--- src/rtl/detect_pkg.sv ---
// Shared constants for the 000/111 run detector and its rate monitor.
package detect_pkg;

    // Rate monitor FSM: idle, or counting samples inside a window.
    typedef enum logic {
        IDLE  = 1'b0,
        COUNT = 1'b1
    } mon_state_e;

    // Run detector FSM: tracks the length of the current 0-run or 1-run.
    typedef enum logic [2:0] {
        DET_START = 3'd0,
        DET_Z1    = 3'd1,
        DET_Z2    = 3'd2,
        DET_O1    = 3'd3,
        DET_O2    = 3'd4
    } det_state_e;

endpackage

--- src/rtl/sat_counter.sv ---
// Up-counter that sticks at its all-ones value instead of wrapping.
module sat_counter #(
    parameter int WIDTH = 8
) (
    input  logic             clk,
    input  logic             reset,
    input  logic             clr,
    input  logic             inc,
    output logic [WIDTH-1:0] q
);

    localparam logic [WIDTH-1:0] MAX_VAL = {WIDTH{1'b1}};

    // Clear has priority over increment; increment stops at MAX_VAL.
    always_ff @(posedge clk) begin
        if (reset || clr) begin
            q <= '0;
        end else if (inc && (q != MAX_VAL)) begin
            q <= q + WIDTH'(1);
        end
    end

endmodule

--- src/rtl/detect_rate_monitor.sv ---
// Counts detector hits over back-to-back windows of WINDOW cycles, publishes
// each window's count and raises a sticky alarm when a count reaches THRESH.
module detect_rate_monitor
    import detect_pkg::*;
#(
    parameter int WINDOW = 16,
    parameter int THRESH = 4,
    parameter int CNT_W  = 8
) (
    input  logic             clk,
    input  logic             reset,
    input  logic             enable,
    input  logic             det_in,
    input  logic             clear,
    output logic             win_done,
    output logic [CNT_W-1:0] last_count,
    output logic             alarm
);

    localparam int               WCNT_W   = $clog2(WINDOW);
    localparam logic [WCNT_W-1:0] WIN_LAST = WCNT_W'(WINDOW - 1);
    localparam logic [CNT_W-1:0]  HITS_MAX = {CNT_W{1'b1}};
    localparam logic [CNT_W-1:0]  THRESH_C = CNT_W'(THRESH);

    mon_state_e        state_q, state_d;
    logic [WCNT_W-1:0] wcnt_q, wcnt_d;
    logic [CNT_W-1:0]  hits;
    logic              hit_clr, hit_inc;
    logic              win_done_q, win_done_d;
    logic [CNT_W-1:0]  last_count_q, last_count_d;
    logic              alarm_q, alarm_d;
    logic [CNT_W-1:0]  final_count;
    logic              trip;

    sat_counter #(
        .WIDTH (CNT_W)
    ) u_hits (
        .clk   (clk),
        .reset (reset),
        .clr   (hit_clr),
        .inc   (hit_inc),
        .q     (hits)
    );

    // Next-state logic: window sequencing, hit counter control and alarm.
    always_comb begin
        state_d      = state_q;
        wcnt_d       = wcnt_q;
        hit_clr      = 1'b0;
        hit_inc      = 1'b0;
        win_done_d   = 1'b0;
        last_count_d = last_count_q;
        trip         = 1'b0;
        // Count including the current sample, since the final sample never
        // reaches the counter before the window is published.
        final_count  = (det_in && (hits != HITS_MAX)) ? hits + CNT_W'(1) : hits;

        case (state_q)
            IDLE: begin
                hit_clr = 1'b1;
                wcnt_d  = '0;
                if (enable) begin
                    state_d = COUNT;
                end
            end
            COUNT: begin
                if (!enable) begin
                    // Abandon the partial window; outputs keep their values.
                    state_d = IDLE;
                    wcnt_d  = '0;
                    hit_clr = 1'b1;
                end else if (wcnt_q == WIN_LAST) begin
                    last_count_d = final_count;
                    win_done_d   = 1'b1;
                    trip         = (final_count >= THRESH_C);
                    wcnt_d       = '0;
                    hit_clr      = 1'b1;
                end else begin
                    wcnt_d  = wcnt_q + WCNT_W'(1);
                    hit_inc = det_in;
                end
            end
            default: begin
                state_d = IDLE;
            end
        endcase

        // A trip in the same cycle beats a clear request.
        if (trip) begin
            alarm_d = 1'b1;
        end else if (clear) begin
            alarm_d = 1'b0;
        end else begin
            alarm_d = alarm_q;
        end
    end

    // State and output registers.
    always_ff @(posedge clk) begin
        if (reset) begin
            state_q      <= IDLE;
            wcnt_q       <= '0;
            win_done_q   <= 1'b0;
            last_count_q <= '0;
            alarm_q      <= 1'b0;
        end else begin
            state_q      <= state_d;
            wcnt_q       <= wcnt_d;
            win_done_q   <= win_done_d;
            last_count_q <= last_count_d;
            alarm_q      <= alarm_d;
        end
    end

    assign win_done   = win_done_q;
    assign last_count = last_count_q;
    assign alarm      = alarm_q;

endmodule

--- config.mk ---
export PLATFORM = sky130hd
export DESIGN_NAME = detect_rate_monitor
export DESIGN_NICKNAME = d
export VERILOG_FILES = /design/src/rtl/detect_pkg.sv /design/src/rtl/sat_counter.sv /design/src/rtl/detect_rate_monitor.sv
export SDC_FILE = /design/constraint.sdc
export NUM_CORES = 1
export LEC_CHECK = 0
export BUFFER_PORTS_ARGS = -buffer_cell sky130_fd_sc_hd__clkbuf_2
export CAP_MARGIN = 30
export CORE_MARGIN = 4
export CORE_UTILIZATION = 55
export DETAILED_ROUTE_END_ITERATION = 10
export PLACE_DENSITY_LB_ADDON = 0.05
export SETUP_SLACK_MARGIN = 0.2
export SYNTH_ARGS = -nofsm -noshare
export SYNTH_HDL_FRONTEND = slang
export SYNTH_SLANG_ARGS = --single-unit
--- constraint.sdc ---
create_clock -name clk -period 2.1 [get_ports clk]
set_input_delay 0 -clock clk [delete_from_list [all_inputs] [get_ports clk]]
set_output_delay 0 -clock clk [all_outputs]
set_load 0.02 [all_outputs]
* After elaboration in Yosys (flattened, before gate mapping)
Cells that the tools add are included.
Cells by class: $add $sub $neg 2, magnitude comparators 1, equal/unequal tests 2, muxes and demuxes 16, bitwise operators 2, reductions and logical operators 6
Operators with widths (count):
- $mux W1 | 11
- $add A8 B1 Y8 const B | 1
- $ge A8 B3 Y1 const B | 1
- $mux W4 | 2
- $mux W8 | 1
- $ne A8 B8 Y1 const B | 1
- $pmux W4 S2 | 1
- $add A4 B1 Y4 const B | 1
- $eq A4 B4 Y1 const B | 1
- $reduce_and A3 Y1 | 1
- $reduce_or A3 Y1 | 1
- $logic_and A1 B1 Y1 | 2
- $not A1 Y1 | 2
- $pmux W1 S2 | 1
- $reduce_bool A2 Y1 | 1
- $logic_or A1 B1 Y1 | 1
Storage, ports and cells: register bits after elaboration 23, input port bits 5, logic and storage cells 35

* Logic depth before layout (Yosys ltp)
Gate-level depths: netlist of run 1.
depth in word-level cells 8, mapped depth 6, depth with buffers taken out 5

* Cells and area by module
From an unflattened synthesis of run 1, not the netlist that was laid out.
Unflattened totals: cell total of the unflattened synthesis 146, area, all modules 1234.9 um^2
By module, submodules not included:
- detect_rate_monitor | instances 1, cells an instance 98, area an instance 813.3 um^2
- sat_counter | instances 1, cells an instance 48, area an instance 421.7 um^2

* Worst setup path before layout of run 1
No wires, ideal clock.
kind register to register, start register u_hits.q[0], end register u_hits.q[3], setup time 70 ps, arrival time 1509 ps, required time 2030 ps, slack 521 ps, stages on the path, launching flop included 7, clock period less this slack 1579 ps, cell sequence dfxtp_1 > ha_1 > nand3_4 > o2111ai_4 > buf_6 > or3_1 > a21oi_1
On the way: word-level cells in the longest chain between the ends 2, elaborated cells on any way between the ends 3
Ends and longest elaborated chain:
- from (decl) | line sat_counter.sv:9 | output logic [WIDTH-1:0] q
- from (signal assigned) | line sat_counter.sv:19 | q <= q + WIDTH'(1);
- parallel branches: the longest is 2 deep, another holds $add A8 B1 Y8
Several ways; the timed one is not identified. A chain may end at the register's enable or synchronous reset.

* Final worst setup path of run 1
start register u_hits.q[0], end register u_hits.q[4]
The elaborated chain is that of the path after synthesis.

==> results of run 1 <==
state kept, by name, indices dropped and copies added, names as in the netlist:
| name | count |
|---|---|
| state_q | 1 |
| wcnt_q | 4 |
| win_done | 1 |
| u_hits.q | 8 |
| alarm | 1 |
| last_count | 8 |
stage by stage:
stage | hold WS, ns | cells | setup WS [ns] | power, W | cell area, um2
finish | 0.0514 | 177 | 0.337 | 0.000678 | 1310
global route | 0.0648 | 177 | 0.211 | 0.000698 | 1310
CTS | 0.0482 | 177 | 0.347 | 0.000679 | 1310
detailed placement | 0.322 | 172 | 0.394 | 0.000477 | 1270
global placement | 0.323 | 172 | 0.434 | 0.000477 | 1270
floorplan | 0.0716 | 141 | 0.521 | 0.000470 | 1250
cells in the final DEF, fill, tap and decap left out, types with 2 or more instances in the layout:
| cell type | count |
|---|---|
| o31ai_1 | 3 |
| clkbuf_2 | 14 |
| and3_1 | 3 |
| or3_1 | 5 |
| o211ai_1 | 3 |
| o21ai_0 | 6 |
| and2_1 | 2 |
| clkbuf_4 | 3 |
| nor2_1 | 10 |
| a31oi_1 | 2 |
| mux2i_1 | 2 |
| a21oi_1 | 8 |
| nand3_1 | 6 |
| nand4_1 | 2 |
| dfxtp_1 | 23 |
| and4_1 | 2 |
| xor2_1 | 5 |
| nor2b_1 | 2 |
| xnor2_1 | 3 |
| nand2_1 | 13 |
| or4_1 | 3 |
| ha_1 | 2 |
| nor3_1 | 8 |
| a211oi_1 | 3 |
report_power, final:
group	switching [W]	leakage (nW)	total [W]	internal, W
clock network	0.000137	0.0177	0.000208	0.0000713
logic	0.0000182	0.247	0.0000290	0.0000108
registers	0.00000252	0.186	0.000441	0.000438
total	0.000157	0.450	0.000678	0.000520
worst max-delay path: stages, from the launching register on:
cell and delay [ns]:
dfxtp_1 0.39, ha_1 0.33, nand3_4 0.17, o2111ai_4 0.22, or4_1 0.45, a21oi_1 0.14
final timing paths:
| check | startpoint | endpoint | slack [ns] | depth (start not counted) |
|---|---|---|---|---|
| max | u_hits.q[0]$_SDFFE_PP0P_ | u_hits.q[4]$_SDFFE_PP0P_ | 0.34 | 5 |
| min | reset | last_count[4]$_SDFFE_PP0P_ | 0.05 | 2 |
| max reg2reg | u_hits.q[0]$_SDFFE_PP0P_ | u_hits.q[4]$_SDFFE_PP0P_ | 0.34 | 5 |
| min reg2reg | last_count[4]$_SDFFE_PP0P_ | last_count[4]$_SDFFE_PP0P_ | 0.46 | 2 |
final cells by class:
type	instances	area (um2)	area share
Timing Repair Buffer	15	80.1	0.0610
Clock buffer	3	22.5	0.0172
Multi-Input combinational cell	108	711	0.541
Clock inverter	1	5.00	0.00381
Tap cell	27	33.8	0.0257
Sequential cell	23	460	0.351
metal layers:
metal  global-route usage  vias to the layer above  routed length [um]
met3               0.0232                        5                 107
met4               0.0660                        0                  40
met2                0.311                       26                1310
met5                    0                        -                   0
met1                0.209                      501                1170
li1                     -                      532                   -
logic make-up (layout without fill, tap and decap cells):
logic type | Yosys count | in the layout
and+or+nand+nor | 63 | 63
muxes | 2 | 2
buffers and inverters | 10 | 19
DFF | 23 | 23
adders and majority gates | 2 | 2
AOI/OAI and AO/OA | 33 | 33
xor gates and xnor gates | 8 | 8
==> results.py, run 1 <==
metrics = {
    "run": {
        "cap_viol_max_count": 0,
    },
    "yosys": {
        "avgSynthCellArea_um2": 8.85,
        "synthesis.nets": 148,
        "synthTopCellsByCount": "23 x dfxtp_1, 13 x nand2_1, 10 x nor2_1, 8 x a21oi_1, 8 x nor3_1",
        "yosys.cell_count.top_type": "dfxtp_1",
        "synth-edff-count": 0,
        "ys_types": 41,
        "async_flop_share": 0,
        "syn_area_um2": 1250,
        "synth_warnings": 0,
        "postSynthCellCount": 141,
        "synth.yosys.seq_area_share": 0.369,
        "yosys.area_share.simple": 0.287,
        "synth_compound_area_frac": 0.191,
        "netlist.area_leader.share": 0.369,
        "synth_top_family_by_area": "simple AND/OR/NAND/NOR gates",
        "synth_top_cell_by_area": "dfxtp_1",
        "synth_seq_cells": 23,
        "synthXorXnorAreaFrac": 0.0562,
        "synth-adder-area-share": 0.0201,
        "synthMuxAreaShare": 0.0160,
        "ys.flop_type": "dfxtp_1",
        "ys_top_cells_by_area": "dfxtp_1 37%, nand2_1 3.9%, buf_6 3.6%",
    },
    "detailed_routing": {
        "drcViolationCount": 0,
        "viasPerCell": 6.01,
        "drt_iter0_markers": 31,
        "drtAntennaViolNets": 0,
        "avgRoutedWirePerCell_um": 14.8,
        "first_pass_iters": 4,
        "num_vias": 1064,
        "wl_um": 2630,
    },
    "sta": {
        "relSlewSlack": 0.677,
        "grt_setup_unrepaired": "no",
        "fin_crit_sh": 0.839,
        "hold_viol": 0,
        "fin_setup_tns_ns": 0,
        "finalSetupViolCount": 0,
        "skew_ns": 0.00559,
        "worstMarginPinSlew_ns": 0.483,
        "slew_violations": 0,
        "post-route-min-period_ns": 1.76,
        "fmax_mhz": 567,
    },
    "global_routing": {
        "overflow": 0,
        "grt_antenna_before_repair": 0,
        "grt_pass1_vias": 973,
        "grt_pass1_wl_um": 4400,
        "grt_use_total": 0.174,
        "grt_max_degree": 17,
    },
    "cts": {
        "cts_tree": "yes",
        "cts.sinks": 23,
        "cts_setup_buffers": 0,
        "path_clk_slew_ns": 0.13,
        "clock_latency_ns": 0.32,
        "h-tree-depth": 1,
        "cts_root_buffer": "clkbuf_4",
        "ctsHoldBuffers": 1,
        "clk_path_buf_depth": 2,
        "postCtsResizedCells": 0,
        "cts_buffers": 3,
    },
    "power": {
        "p_leak_nw": 0.450,
        "ir_worst_vdd_mv": 0.356,
        "powerDensity_nw_per_um2": 516,
    },
    "placement": {
        "gp_congestion": 0.876,
        "dp_hpwl_um": 1920,
        "portBuffers": 14,
    },
    "final_layout": {
        "utilization": 0.637,
        "drive_above_1_share": 0.167,
        "fillers": 188,
        "diodes": 0,
        "final_nets": 158,
        "area.growth.synth_to_final_pct": 5.22,
    },
    "worst_setup_path": {
        "path_class": "reg -> reg",
        "end_kind": "flop",
        "required_ns": 2.36,
        "start_kind": "flop",
        "arrival_ns": 2.02,
        "crit_fanout": 13,
    },
    "floorplan": {
        "initial_core_util": 0.605,
        "die_h_um": 55.6,
        "die_area_um2": 3090,
        "placeableCoreArea_um2": 2060,
        "rows": 16,
        "io-pin-count": 15,
        "die_w_um": 55.6,
    },
    "worst_hold_path": {
        "hold_path_class": "in -> reg",
    },
    "run_status": {
        "status": "finished clean",
    },
}
(Power assumes the default switching activity.)
==> inputs of run 2 (changes only) <==
--- a/config.mk
+++ b/config.mk
@@ -5,10 +5,11 @@
 export SDC_FILE = /design/constraint.sdc
 export NUM_CORES = 1
 export LEC_CHECK = 0
+export ABC_AREA = 1
 export BUFFER_PORTS_ARGS = -buffer_cell sky130_fd_sc_hd__clkbuf_2
 export CAP_MARGIN = 30
 export CORE_MARGIN = 4
-export CORE_UTILIZATION = 55
+export CORE_UTILIZATION = 50
 export DETAILED_ROUTE_END_ITERATION = 10
 export PLACE_DENSITY_LB_ADDON = 0.05
 export SETUP_SLACK_MARGIN = 0.2
==> constraint.sdc (replaced) <==
create_clock -name clk -period 1.5 [get_ports clk]
set_input_delay 0 -clock clk [delete_from_list [all_inputs] [get_ports clk]]
set_output_delay 0 -clock clk [all_outputs]
set_load 0.02 [all_outputs]
==> run 2 against run 1 <==
  * Clock skew barely moved
  * First-iteration DRC count fell by 13%
  * Final cell count rose by 25%
  * Area after synthesis fell by 2.2%
  * Global-route usage fell by 1.1 points
  * Combinational power rose by 120%
  * Highest routed layer unchanged
  * Sequential share of layout area fell by 4.3 points
  * Register-to-register slack got worse by 0.28 ns
  * Sequential power rose by 39%
  * Synthesized cell count rose by 18%
==> results.py, run 2 <==
metrics = {
    "global_routing": {
        "grt_pass1_vias": 934,
        "grt.met3_usage": 0.0294,
        "grtUsageMet2": 0.252,
        "met1_usage": 0.221,
        "busiest_layer": "met2",
        "grt_pass1_wl_um": 4280,
        "overflow": 0,
        "grt_use_total": 0.163,
        "grt_antenna_before_repair": 0,
        "grt_max_degree": 14,
    },
    "sta": {
        "grt_setup_unrepaired": "yes",
        "hold_viol": 0,
        "fin_setup_tns_ns": 0,
        "finalSetupViolCount": 0,
        "slew_violations": 0,
        "skew_ns": 0.00524,
        "worst_hold_slack_ns": 0.0634,
        "fmax_mhz": 694,
        "relSlewSlack": 0.850,
        "post-route-min-period_ns": 1.44,
        "fin_crit_sh": 0.961,
        "worstMarginPinSlew_ns": 0.224,
    },
    "yosys": {
        "synthTopCellsByCount": "36 x nand2_1, 32 x nor2_1, 23 x dfxtp_1, 22 x inv_1, 10 x nand3_1",
        "ys_top_cells_by_area": "dfxtp_1 38%, nand2_1 11%, nor2_1 9.8%",
        "synth_top_cell_by_area": "dfxtp_1",
        "synth_seq_cells": 23,
        "synth_warnings": 0,
        "syn_area_um2": 1220,
        "synth.yosys.seq_area_share": 0.377,
        "synthesis.nets": 174,
        "netlist.area_leader.share": 0.377,
        "avgSynthCellArea_um2": 7.30,
        "ys.flop_type": "dfxtp_1",
        "synth-edff-count": 0,
        "postSynthCellCount": 167,
        "ys_types": 26,
        "async_flop_share": 0,
        "yosys.cell_count.top_type": "nand2_1",
    },
    "worst_setup_path": {
        "end_kind": "flop",
        "crit_slowest_cell": "dfxtp_4",
        "rrSetupSlack_ns": 0.06,
        "crit_fanout": 9,
        "critPathBufInv": 0,
        "max_stage_delay_ns": 0.38,
        "start_kind": "flop",
        "path_class": "reg -> reg",
        "r2r_cells": 9,
        "arrival_ns": 1.65,
        "required_ns": 1.71,
        "cp.depth": 9,
        "crit_family": "simple AND/OR/NAND/NOR gates",
        "cp_cell_sequence": "ha_4 > nand2_4 > nor2_4 > nand2_4 > nand2_8 > nor2_8 > nand2_8 > o21ai_2 > a21oi_2",
    },
    "power": {
        "p_seq_frac": 0.638,
        "powerDensity_nw_per_um2": 628,
        "power.internal_w": 0.000735,
        "combPwrFrac": 0.065,
        "power_w": 0.000961,
        "clockPowerShare": 0.297,
        "switching_share": 0.235,
        "p_leak_nw": 0.713,
        "switching_power_w": 0.000226,
        "ir_worst_vdd_mv": 0.450,
    },
    "floorplan": {
        "die_h_um": 57.4,
        "placeableCoreArea_um2": 2280,
        "die_area_um2": 3290,
        "io-pin-count": 15,
        "initial_core_util": 0.536,
        "rows": 17,
        "die_w_um": 57.4,
    },
    "cts": {
        "cts_tree": "yes",
        "h-tree-depth": 1,
        "cts.sinks": 23,
        "clock_latency_ns": 0.31,
        "cts_buffers": 3,
        "cts_root_buffer": "clkbuf_4",
        "path_clk_slew_ns": 0.13,
        "clk_path_buf_depth": 2,
    },
    "final_layout": {
        "area.growth.synth_to_final_pct": 25.4,
        "drive_above_1_share": 0.326,
        "final_cells": 221,
        "fin_area_um2": 1530,
        "final_nets": 201,
        "layout_common_cells": "29 x nand2_1, 29 x nor2_1, 21 x inv_1, 19 x dfxtp_1, 14 x clkbuf_2",
        "diodes": 0,
    },
    "placement": {
        "portBuffers": 14,
        "dp_hpwl_um": 1840,
        "dp.cells": 209,
        "post_dp_cell_area_um2": 1350,
        "gp_congestion": 0.867,
    },
    "detailed_routing": {
        "drtAntennaViolNets": 0,
        "avgRoutedWirePerCell_um": 11.9,
        "num_vias": 1073,
        "drcViolationCount": 0,
        "first_pass_iters": 5,
        "viasPerCell": 4.86,
        "drt_iter0_markers": 27,
        "wl_um": 2630,
    },
    "run": {
        "cap_viol_max_count": 0,
    },
    "run_status": {
        "status": "finished clean",
    },
    "worst_hold_path": {
        "hold_path_class": "in -> reg",
        "hold_path_depth": 4,
    },
}
## run 2: changes by cell type in the layout (fill, tap and decap cells not counted), sizes merged, moves of 3 or more
cell	change
nand3	+4
or4	-3
and3	-3
nor3	-8
o21ai	+7
nand2	+29
inv	+22
nand4	-3
or3	-5
a211oi	-4
nor2	+25
o31ai	-3
buf	+7
## run 2: cells by family after synthesis
family | after synthesis | synth area share
AND/OR/NAND/NOR | 89 | 0.371
adder cells (fa/ha/maj) | 2 | 0.0205
XOR/XNOR | 4 | 0.0287
AO/OA/AOI/OAI | 24 | 0.115
flip-flops | 23 | 0.377
buffers and inverters | 25 | 0.0872
## run 2: area by class of cell
type | instances | area, um2
clock buffer | 3 | 22.5
multi-input combinational | 120 | 749
fill | 187 | 746
timing repair buffer | 24 | 165
sequential | 23 | 470
tap | 28 | 35.0
inverter | 22 | 82.6
clock inverter | 1 | 5.00
## run 2: stage by stage
step	setup WS [ns]	utilization
floorplan	0.129	-
detailed placement	0.0550	0.593
CTS	0.0723	0.644
global placement	0.0263	0.593
finish	0.0586	0.672
global route	-0.0499	0.672
## run 2: power by group through the flow
stage          sequential (W)  combinational (W)  clock, W
2_1_floorplan        0.000629          0.0000340         0
3_3_place_gp         0.000630          0.0000460         0
3_5_place_dp         0.000630          0.0000469         0
4_1_cts              0.000613          0.0000571  0.000304
5_1_grt              0.000614          0.0000684  0.000332
6_report             0.000613          0.0000627  0.000286
## run 2: metal layers
layer,wire length (um),part of all wire
met4,49,0.019
met3,94,0.036
met1,1330,0.51
met2,1160,0.44
met5,0,0
## run 2: worst paths after layout
path                            start                    endpoint
max reg2reg  u_hits.q[0]$_SDFFE_PP0P_    u_hits.q[7]$_SDFFE_PP0P_
min                             reset  last_count[6]$_SDFFE_PP0P_
max          u_hits.q[0]$_SDFFE_PP0P_    u_hits.q[7]$_SDFFE_PP0P_
min reg2reg      wcnt_q[0]$_SDFF_PP0_        wcnt_q[0]$_SDFF_PP0_
## run 2: worst reg2reg max path: stages (launching register included)
cell and delay, ns:
dfxtp_4 0.38, ha_4 0.17, nand2_4 0.09, nor2_4 0.06
nand2_4 0.09, nand2_8 0.09, nor2_8 0.18, nand2_8 0.10
o21ai_2 0.14, a21oi_2 0.05
## run 2: repair_timing
item,4_1_cts,5_1_grt
endpoints found under the setup margin,17,20
buffers inserted,1,3
pin swaps,2,2
gates resized for setup,10,14
gates cloned,1,0
endpoints found under the hold margin,2,0
hold buffers,3,0
==> inputs of run 3 (changes only) <==
--- a/config.mk
+++ b/config.mk
@@ -8,6 +8,7 @@
 export ABC_AREA = 1
 export BUFFER_PORTS_ARGS = -buffer_cell sky130_fd_sc_hd__clkbuf_2
 export CAP_MARGIN = 30
+export CORE_ASPECT_RATIO = 0.7
 export CORE_MARGIN = 4
 export CORE_UTILIZATION = 50
 export DETAILED_ROUTE_END_ITERATION = 10
==> constraint.sdc (replaced) <==
create_clock -name clk -period 1.15 [get_ports clk]
set_input_delay 0 -clock clk [delete_from_list [all_inputs] [get_ports clk]]
set_output_delay 0 -clock clk [all_outputs]
set_load 0.02 [all_outputs]
==> run 3 against run 2 <==
  * Power up 32%
  * Sequential power up 31%
  * Routed wire length up 30%
  * First-iteration DRC count rose to 2.5 times the previous value
  * Non-clock buffer count up 26
  * Sequential cell count unchanged
  * Count of clock-buffer cells in the layout unchanged
  * Design area up 17%
  * Combinational power up 61%
  * Setup slack worse by 0.42 ns
  * Highest routed layer unchanged
  * Fmax down 4.4%
  * The run now ends with negative setup slack left
  * Core utilization up 13 points
==> results.py, run 3 (synthesis results as in run 2) <==
metrics = {
    "cts": {
        "cts_root_buffer": "clkbuf_4",
        "cts_buffers": 3,
        "cts.sinks": 23,
        "clock_latency_ns": 0.31,
        "cts_tree": "yes",
        "h-tree-depth": 1,
        "path_clk_slew_ns": 0.13,
        "clk_path_buf_depth": 2,
    },
    "power": {
        "p_leak_nw": 0.858,
        "ir_worst_vdd_mv": 0.555,
        "power_w": 0.00127,
        "powerDensity_nw_per_um2": 708,
    },
    "worst_setup_path": {
        "r2r_cells": 9,
        "end_kind": "flop",
        "crit_path_frequent_cell": "nand2_4",
        "arrival_ns": 1.71,
        "max_stage_delay_ns": 0.38,
        "crit_slowest_cell": "dfxtp_4",
        "start_kind": "flop",
        "path_class": "reg -> reg",
        "cp_cell_sequence": "ha_4 > nand2_4 > nor2_4 > nand2_4 > nand2_8 > nor2_8 > nand2_4 > a21oi_2 > nor2_1",
        "required_ns": 1.36,
        "crit_fanout": 6,
    },
    "placement": {
        "gp_congestion": 0.884,
        "dp_hpwl_um": 2270,
        "dp.cells": 239,
        "post_dp_cell_area_um2": 1570,
        "portBuffers": 14,
    },
    "global_routing": {
        "grt_max_degree": 14,
        "grt_antenna_before_repair": 0,
        "overflow": 0,
        "grt_use_total": 0.214,
        "grt_pass1_wl_um": 5310,
        "grt_pass1_vias": 1193,
    },
    "sta": {
        "fin_crit_sh": 1.31,
        "post-route-min-period_ns": 1.51,
        "finalSetupViolCount": 20,
        "skew_ns": 0.0133,
        "worstMarginPinSlew_ns": 0.313,
        "relSlewSlack": 0.791,
        "slew_violations": 0,
        "worst_slack_ns": -0.358,
        "grt_setup_unrepaired": "yes",
        "hold_viol": 0,
        "fmax_mhz": 663,
    },
    "floorplan": {
        "initial_core_util": 0.544,
        "placeableCoreArea_um2": 2240,
        "rows": 14,
        "die_h_um": 49.3,
        "die_area_um2": 3310,
        "io-pin-count": 15,
        "die_w_um": 67.0,
    },
    "worst_hold_path": {
        "hold_path_class": "in -> reg",
        "hold_path_depth": 4,
    },
    "final_layout": {
        "final_nets": 228,
        "diodes": 0,
        "final_common_cell": "buf_4",
        "fin_area_um2": 1800,
        "final_cells": 252,
        "layout_common_cells": "31 x buf_4, 30 x nand2_1, 24 x nor2_1, 19 x inv_1, 16 x dfxtp_1",
        "fillers": 173,
        "drive_above_1_share": 0.473,
        "area.growth.synth_to_final_pct": 47.4,
    },
    "detailed_routing": {
        "viasPerCell": 5.02,
        "first_pass_iters": 4,
        "drt_iter0_markers": 68,
        "drtAntennaViolNets": 0,
        "drcViolationCount": 0,
        "wl_um": 3410,
        "avgRoutedWirePerCell_um": 13.5,
        "num_vias": 1266,
    },
    "run_status": {
        "violations": "negative setup slack",
        "status": "complete, but fails checks",
    },
    "run": {
        "cap_viol_max_count": 0,
    },
}
[run 3: critical path: cells and delay by family (launching register included)]
kind / cells / cell delay, ns
flops: 1 / 0.38
compound gates: 1 / 0.12
simple gates: 7 / 0.72
fa+ha+maj: 1 / 0.17
[run 3: through the flow]
step / utilization / setup slack, ns / hold WS (ns) / TNS, ns
finish: 0.802 / -0.358 / 0.103 / -5.28
detailed placement: 0.698 / -0.329 / 0.256 / -4.45
global placement: 0.698 / -0.287 / 0.241 / -4.07
global route: 0.802 / -0.414 / 0.100 / -6.39
floorplan: - / -0.221 / 0.107 / -1.68
CTS: 0.756 / -0.317 / 0.0542 / -4.74
[run 3: path summary, 6_finish.rpt]
kind	startpoint	slack [ns]	to
max	u_hits.q[1]$_SDFFE_PP0P_	-0.36	u_hits.q[6]$_SDFFE_PP0P_
min	reset	0.10	last_count[2]$_SDFFE_PP0P_
max reg2reg	u_hits.q[1]$_SDFFE_PP0P_	-0.36	u_hits.q[6]$_SDFFE_PP0P_
min reg2reg	last_count[1]$_SDFFE_PP0P_	0.52	last_count[1]$_SDFFE_PP0P_
[run 3: per-layer routing]
layer  vias to the layer above  track usage  wire, um
li1                        631            -         -
met1                       583        0.270      1470
met2                        44        0.352      1690
met4                         0       0.0606        73
met5                         -            0         0
met3                         8       0.0576       173
[run 3: layout make-up]
type,instances,area (um2),share of cell area
multi-input combinational,121,813,0.452
sequential,23,474,0.264
timing repair buffer,50,355,0.198
inverter,22,87.6,0.0487
tap,32,40.0,0.0223
clock buffer,3,22.5,0.0125
clock inverter,1,5.00,0.00278
[run 3: what timing repair did]
item                                    CTS  global route
setup buffers                             2             2
hold buffers                              3             0
endpoints found under the setup margin   21            22
pin swaps                                 6             8
cloned                                    2             0
hold endpoints to repair                  2             0
resized for setup                        12            28
[run 3: report_power, final]
part / switching (W) / total (W) / internal (W)
clock network: 0.000242 / 0.000372 / 0.000130
registers: 0.00000345 / 0.000800 / 0.000796
logic: 0.0000605 / 0.000101 / 0.0000409
